### src/rtl/jk_bank_sequencer.sv
// Command-driven sequencer for a bank of WIDTH JK flip-flops (hold/clear/set/toggle, count runs).
// Optional down-counting is built only when JK_SEQ_COUNT_DOWN_EN is defined.
module jk_bank_sequencer #(
  parameter int unsigned WIDTH = 4,
  parameter int unsigned CNT_W = 8
) (
  input  logic             clk,
  input  logic             rst_n,
  input  logic             cmd_valid,
  output logic             cmd_ready,
  input  logic [2:0]       cmd_op,
  input  logic [WIDTH-1:0] cmd_mask,
  input  logic [CNT_W-1:0] cmd_len,
  output logic [WIDTH-1:0] q,
  output logic             busy,
  output logic             done
);

  typedef enum logic [1:0] {StIdle, StExec, StCount} state_e;

  localparam logic [2:0] OpClear     = 3'b001;
  localparam logic [2:0] OpSet       = 3'b010;
  localparam logic [2:0] OpToggle    = 3'b011;
  localparam logic [2:0] OpCountUp   = 3'b100;
  localparam logic [2:0] OpCountDown = 3'b101;

  state_e           state_q;
  logic [2:0]       op_q;
  logic [WIDTH-1:0] mask_q;
  logic [CNT_W-1:0] cnt_q;

  logic [WIDTH-1:0] j, k, t_up, q_next;
  logic             accept, is_count;

  always_comb begin
    accept   = cmd_valid && cmd_ready;
    is_count = (cmd_op == OpCountUp);
`ifdef JK_SEQ_COUNT_DOWN_EN
    is_count = is_count || (cmd_op == OpCountDown);
`endif
  end

  // Ripple T enables: bit i toggles when all lower bits are 1 (up)
  always_comb begin
    t_up[0] = 1'b1;
    for (int unsigned i = 1; i < WIDTH; i++) t_up[i] = t_up[i-1] & q[i-1];
  end

`ifdef JK_SEQ_COUNT_DOWN_EN
  logic [WIDTH-1:0] t_dn;
  always_comb begin
    t_dn[0] = 1'b1;
    for (int unsigned i = 1; i < WIDTH; i++) t_dn[i] = t_dn[i-1] & ~q[i-1];
  end
`endif

  // Count ops reaching StExec (zero length) and reserved opcodes fall through as HOLD.
  always_comb begin
    j = '0;
    k = '0;
    unique case (state_q)
      StExec: begin
        case (op_q)
          OpClear:  k = mask_q;
          OpSet:    j = mask_q;
          OpToggle: begin
            j = mask_q;
            k = mask_q;
          end
          default: ;
        endcase
      end
      StCount: begin
        j = t_up;
        k = t_up;
`ifdef JK_SEQ_COUNT_DOWN_EN
        if (op_q == OpCountDown) begin
          j = t_dn;
          k = t_dn;
        end
`endif
      end
      default: ;
    endcase
    q_next = (j & ~q) | (~k & q);
  end

  always_ff @(posedge clk or negedge rst_n) begin
    if (!rst_n) begin
      state_q   <= StIdle;
      op_q      <= '0;
      mask_q    <= '0;
      cnt_q     <= '0;
      q         <= '0;
      cmd_ready <= 1'b0;
      busy      <= 1'b0;
      done      <= 1'b0;
    end else begin
      q    <= q_next;
      done <= 1'b0;
      unique case (state_q)
        StIdle: begin
          cmd_ready <= 1'b1;
          if (accept) begin
            op_q      <= cmd_op;
            mask_q    <= cmd_mask;
            cnt_q     <= cmd_len;
            cmd_ready <= 1'b0;
            busy      <= 1'b1;
            state_q   <= (is_count && (cmd_len != '0)) ? StCount : StExec;
          end
        end
        StExec: begin
          state_q   <= StIdle;
          busy      <= 1'b0;
          done      <= 1'b1;
          cmd_ready <= 1'b1;
        end
        StCount: begin
          cnt_q <= cnt_q - CNT_W'(1);
          if (cnt_q == CNT_W'(1)) begin
            state_q   <= StIdle;
            busy      <= 1'b0;
            done      <= 1'b1;
            cmd_ready <= 1'b1;
          end
        end
        default: state_q <= StIdle;
      endcase
    end
  end

endmodule

### config.mk
export PLATFORM = sky130hd
export DESIGN_NAME = jk_bank_sequencer
export DESIGN_NICKNAME = d
export VERILOG_FILES = /design/src/rtl/jk_bank_sequencer.sv
export SDC_FILE = /design/constraint.sdc
export NUM_CORES = 1
export LEC_CHECK = 0
export CORE_ASPECT_RATIO = 1.75
export CORE_MARGIN = 2
export CORE_UTILIZATION = 55
export DETAILED_ROUTE_END_ITERATION = 7
export DONT_BUFFER_PORTS = 1
export PLACE_DENSITY = 0.69
export SLEW_MARGIN = 20
export SYNTH_ARGS = -nofsm -noshare
export SYNTH_HDL_FRONTEND = slang
export SYNTH_SLANG_ARGS = --single-unit
### constraint.sdc
create_clock -name clk -period 2.51 [get_ports clk]
set_clock_uncertainty 0.1 [all_clocks]
set_input_delay 0.3765 -clock clk [delete_from_list [all_inputs] [get_ports clk]]
set_output_delay 0.3765 -clock clk [all_outputs]
set_load 0.01 [all_outputs]
==> metrics.txt <==
Yosys reg bits=24; routed len/inst=16.7 µm; final setup fails=0; worst slack at placement=0.409 ns; Least-Margin Pin Slew=0.648 ns; max-slew violations=0; RSZ-0062 raised after global routing=no; # resized after CTS=0; Clock Sinks=24; top post-synthesis cells by area=dfrtp_1 (44%), nand2_1 (8.2%), a21oi_1 (6.2%); failing checks=negative hold slack; routed vias=1140; I/O pin cnt=25; syn_area_per_cell=9.13 µm²; CP Max Fanout=10; final setup TNS=0 ns; largest net degree at the start of global routing=25; Cells after Synth=150; Netlist cell types=35; share of cells above drive strength 1=0.0855; antenna violations before repair=0; worst-skew pair later-pin latency=0.27 ns; final instance area=1450 µm²; synth-to-layout area growth=6.03%; Synth area leader=dfrtp_1; reg2reg start=state_q[1]$_DFFE_PN0P_; Critical Path Source=state_q[1]$_DFFE_PN0P_; ys flop type=dfrtp_1; Final nets=177; clock tree root driver cell=clkbuf_8; CTS H-tree depth=1; Leakage=0.635 nW; initial DRC count=27; first-pass GRT wire length=5.10 mm; total setup buffers inserted after CTS=0; Initial DRT Pass Iterations=4; Async S/R FF share, synth=1.00; synth cell count leaders=nand2_1 (30), dfrtp_1 (24), a21oi_1 (17); Post-CTS Hold Fix Bufs=1; Max-Cap Viols=0; Reg clk slew, reported paths=0.09 ns; yosys warns=0; crit end category=flip-flop; syn_nets=174; GP Congestion=0.839; IO Port Bufs=0; Core ar.=2430 µm²; CP Data Arrival Time=2.22 ns; CTS tree=yes; Tcrit/Tclk final=0.844; final hold violations=23; sequential area share after synthesis=0.438; ant diodes=0; DR DRC count=0; Peak VDD IR=762 µV; Rel. slew slack=0.565; CTS Buffer Depth=2; count leader, synth=nand2_1; HP Class=in2async; Worst Path Class, Setup=reg2reg; Die X=41.7 µm; critical path, cell by cell=inv_1 -> ha_1 -> nand3_1 -> o21ai_1 -> a21boi_0 -> a2bb2oi_1; total grt overflow=0; DP HPWL=2.27 mm; gr usage total=0.225; num rows=24; Die ar.=2920 µm²; initial core utilization=0.563; maximum clock frequency=472 MHz; Cell Area, Placed=1380 µm²; final hold slack=-0.0267 ns; outcome=finished with violations; mapped cell area=1370 µm²; delay of the slowest cell on the worst path=0.45 ns; CTS buffer count=3; Synth top area share=0.438; chip height=70.0 µm; EDFF count, synth=0; Slowest-stage cell, CP=o21ai_1; fin crit period=2.12 ns; Final WS setup=0.391 ns; power density cells=1180 nW/µm²; post-DR vias/cell=6.40; vias in the first global route=1173; Total Wirelength=2.97 mm; WP data required=2.61 ns; Critical Path Source Type=flip-flop; Antenna Nets Post-Route=0
cells in the final DEF, fill, tap and decap left out, types with 2 or more instances in the layout:
| master | n |
|---|---|
| a21oi_1 | 17 |
| nor4_1 | 3 |
| o31ai_1 | 4 |
| a22oi_1 | 4 |
| ha_1 | 6 |
| and3b_1 | 2 |
| clkbuf_8 | 3 |
| o21ai_0 | 6 |
| o22ai_1 | 5 |
| inv_1 | 7 |
| buf_4 | 2 |
| dfrtp_1 | 24 |
| mux2i_1 | 3 |
| o22a_1 | 3 |
| nor2_1 | 7 |
| a31oi_1 | 2 |
| and3_1 | 3 |
| nand2_1 | 30 |
| nor3_1 | 2 |
| nand3_1 | 2 |
state kept, by name, indices dropped and copies added (netlist names):
signal     cells
busy           1
op_q           3
done           1
cmd_ready      1
mask_q         4
q              4
state_q        2
cnt_q          8
cell type report:
| type | count | area, µm² |
|---|---|---|
| clock buffers | 3 | 41.3 |
| clock inverters | 1 | 30.0 |
| fillers | 202 | 980 |
| inverters | 8 | 30.0 |
| multi-input cells | 113 | 698 |
| flip-flops and latches | 24 | 601 |
| well taps | 26 | 32.5 |
| repair buffers | 3 | 20.0 |
report_power, final:
group | switching (W) | total [W] | internal [W]
Combinational | 0.000355 | 0.000605 | 0.000250
Clock | 0.000127 | 0.000340 | 0.000213
Sequential | 0.000214 | 0.000776 | 0.000562
cell families after synthesis:
kind of cell               share of synthesized area
and+or+nand+nor                                0.192
AOI/OAI and AO/OA                              0.241
DFF                                            0.438
buffers and inverters                         0.0521
adders and majority gates                     0.0548
muxes                                         0.0219
through the flow:
stage	instances	util	total power, W	hold slack (ns)
6_report	178	0.597	0.00172	-0.0267
5_1_grt	178	0.597	0.00187	0.0274
4_1_cts	178	0.599	0.00173	0.104
3_5_place_dp	173	0.566	0.00138	-0.0185
3_3_place_gp	173	0.566	0.00134	-0.0186
2_1_floorplan	150	-	0.00124	-0.0191
critical path, delay by kind of cell (launching register included):
family,cells,cell delay [ns]
fa+ha+maj,1,0.28
buf+inv,1,0.11
simple gates,1,0.27
compound gates,3,0.87
flops,1,0.43
per-layer routing:
| layer | wire length, µm | global-route usage | part of all wire |
|---|---|---|---|
| met1 | 1150 | 0.249 | 0.39 |
| met2 | 1580 | 0.370 | 0.53 |
| met3 | 116 | 0.0413 | 0.039 |
| met4 | 125 | 0.172 | 0.042 |
| met5 | 0 | 0 | 0 |
final timing paths:
kind,endpoint,slack (ns),cells after the start
worst max register to register,cnt_q[5]$_DFFE_PN0P_,0.39,6
min in group clk,mask_q[1]$_DFFE_PN0P_,0.10,2
worst min register to register,op_q[0]$_DFFE_PN0P_,0.38,2
max in group asynchronous,cnt_q[7]$_DFFE_PN0P_,1.95,1
worst max-delay path,cnt_q[5]$_DFFE_PN0P_,0.39,6
worst min-delay path,cnt_q[5]$_DFFE_PN0P_,-0.03,1
Power figures use the tool's default switching activity.
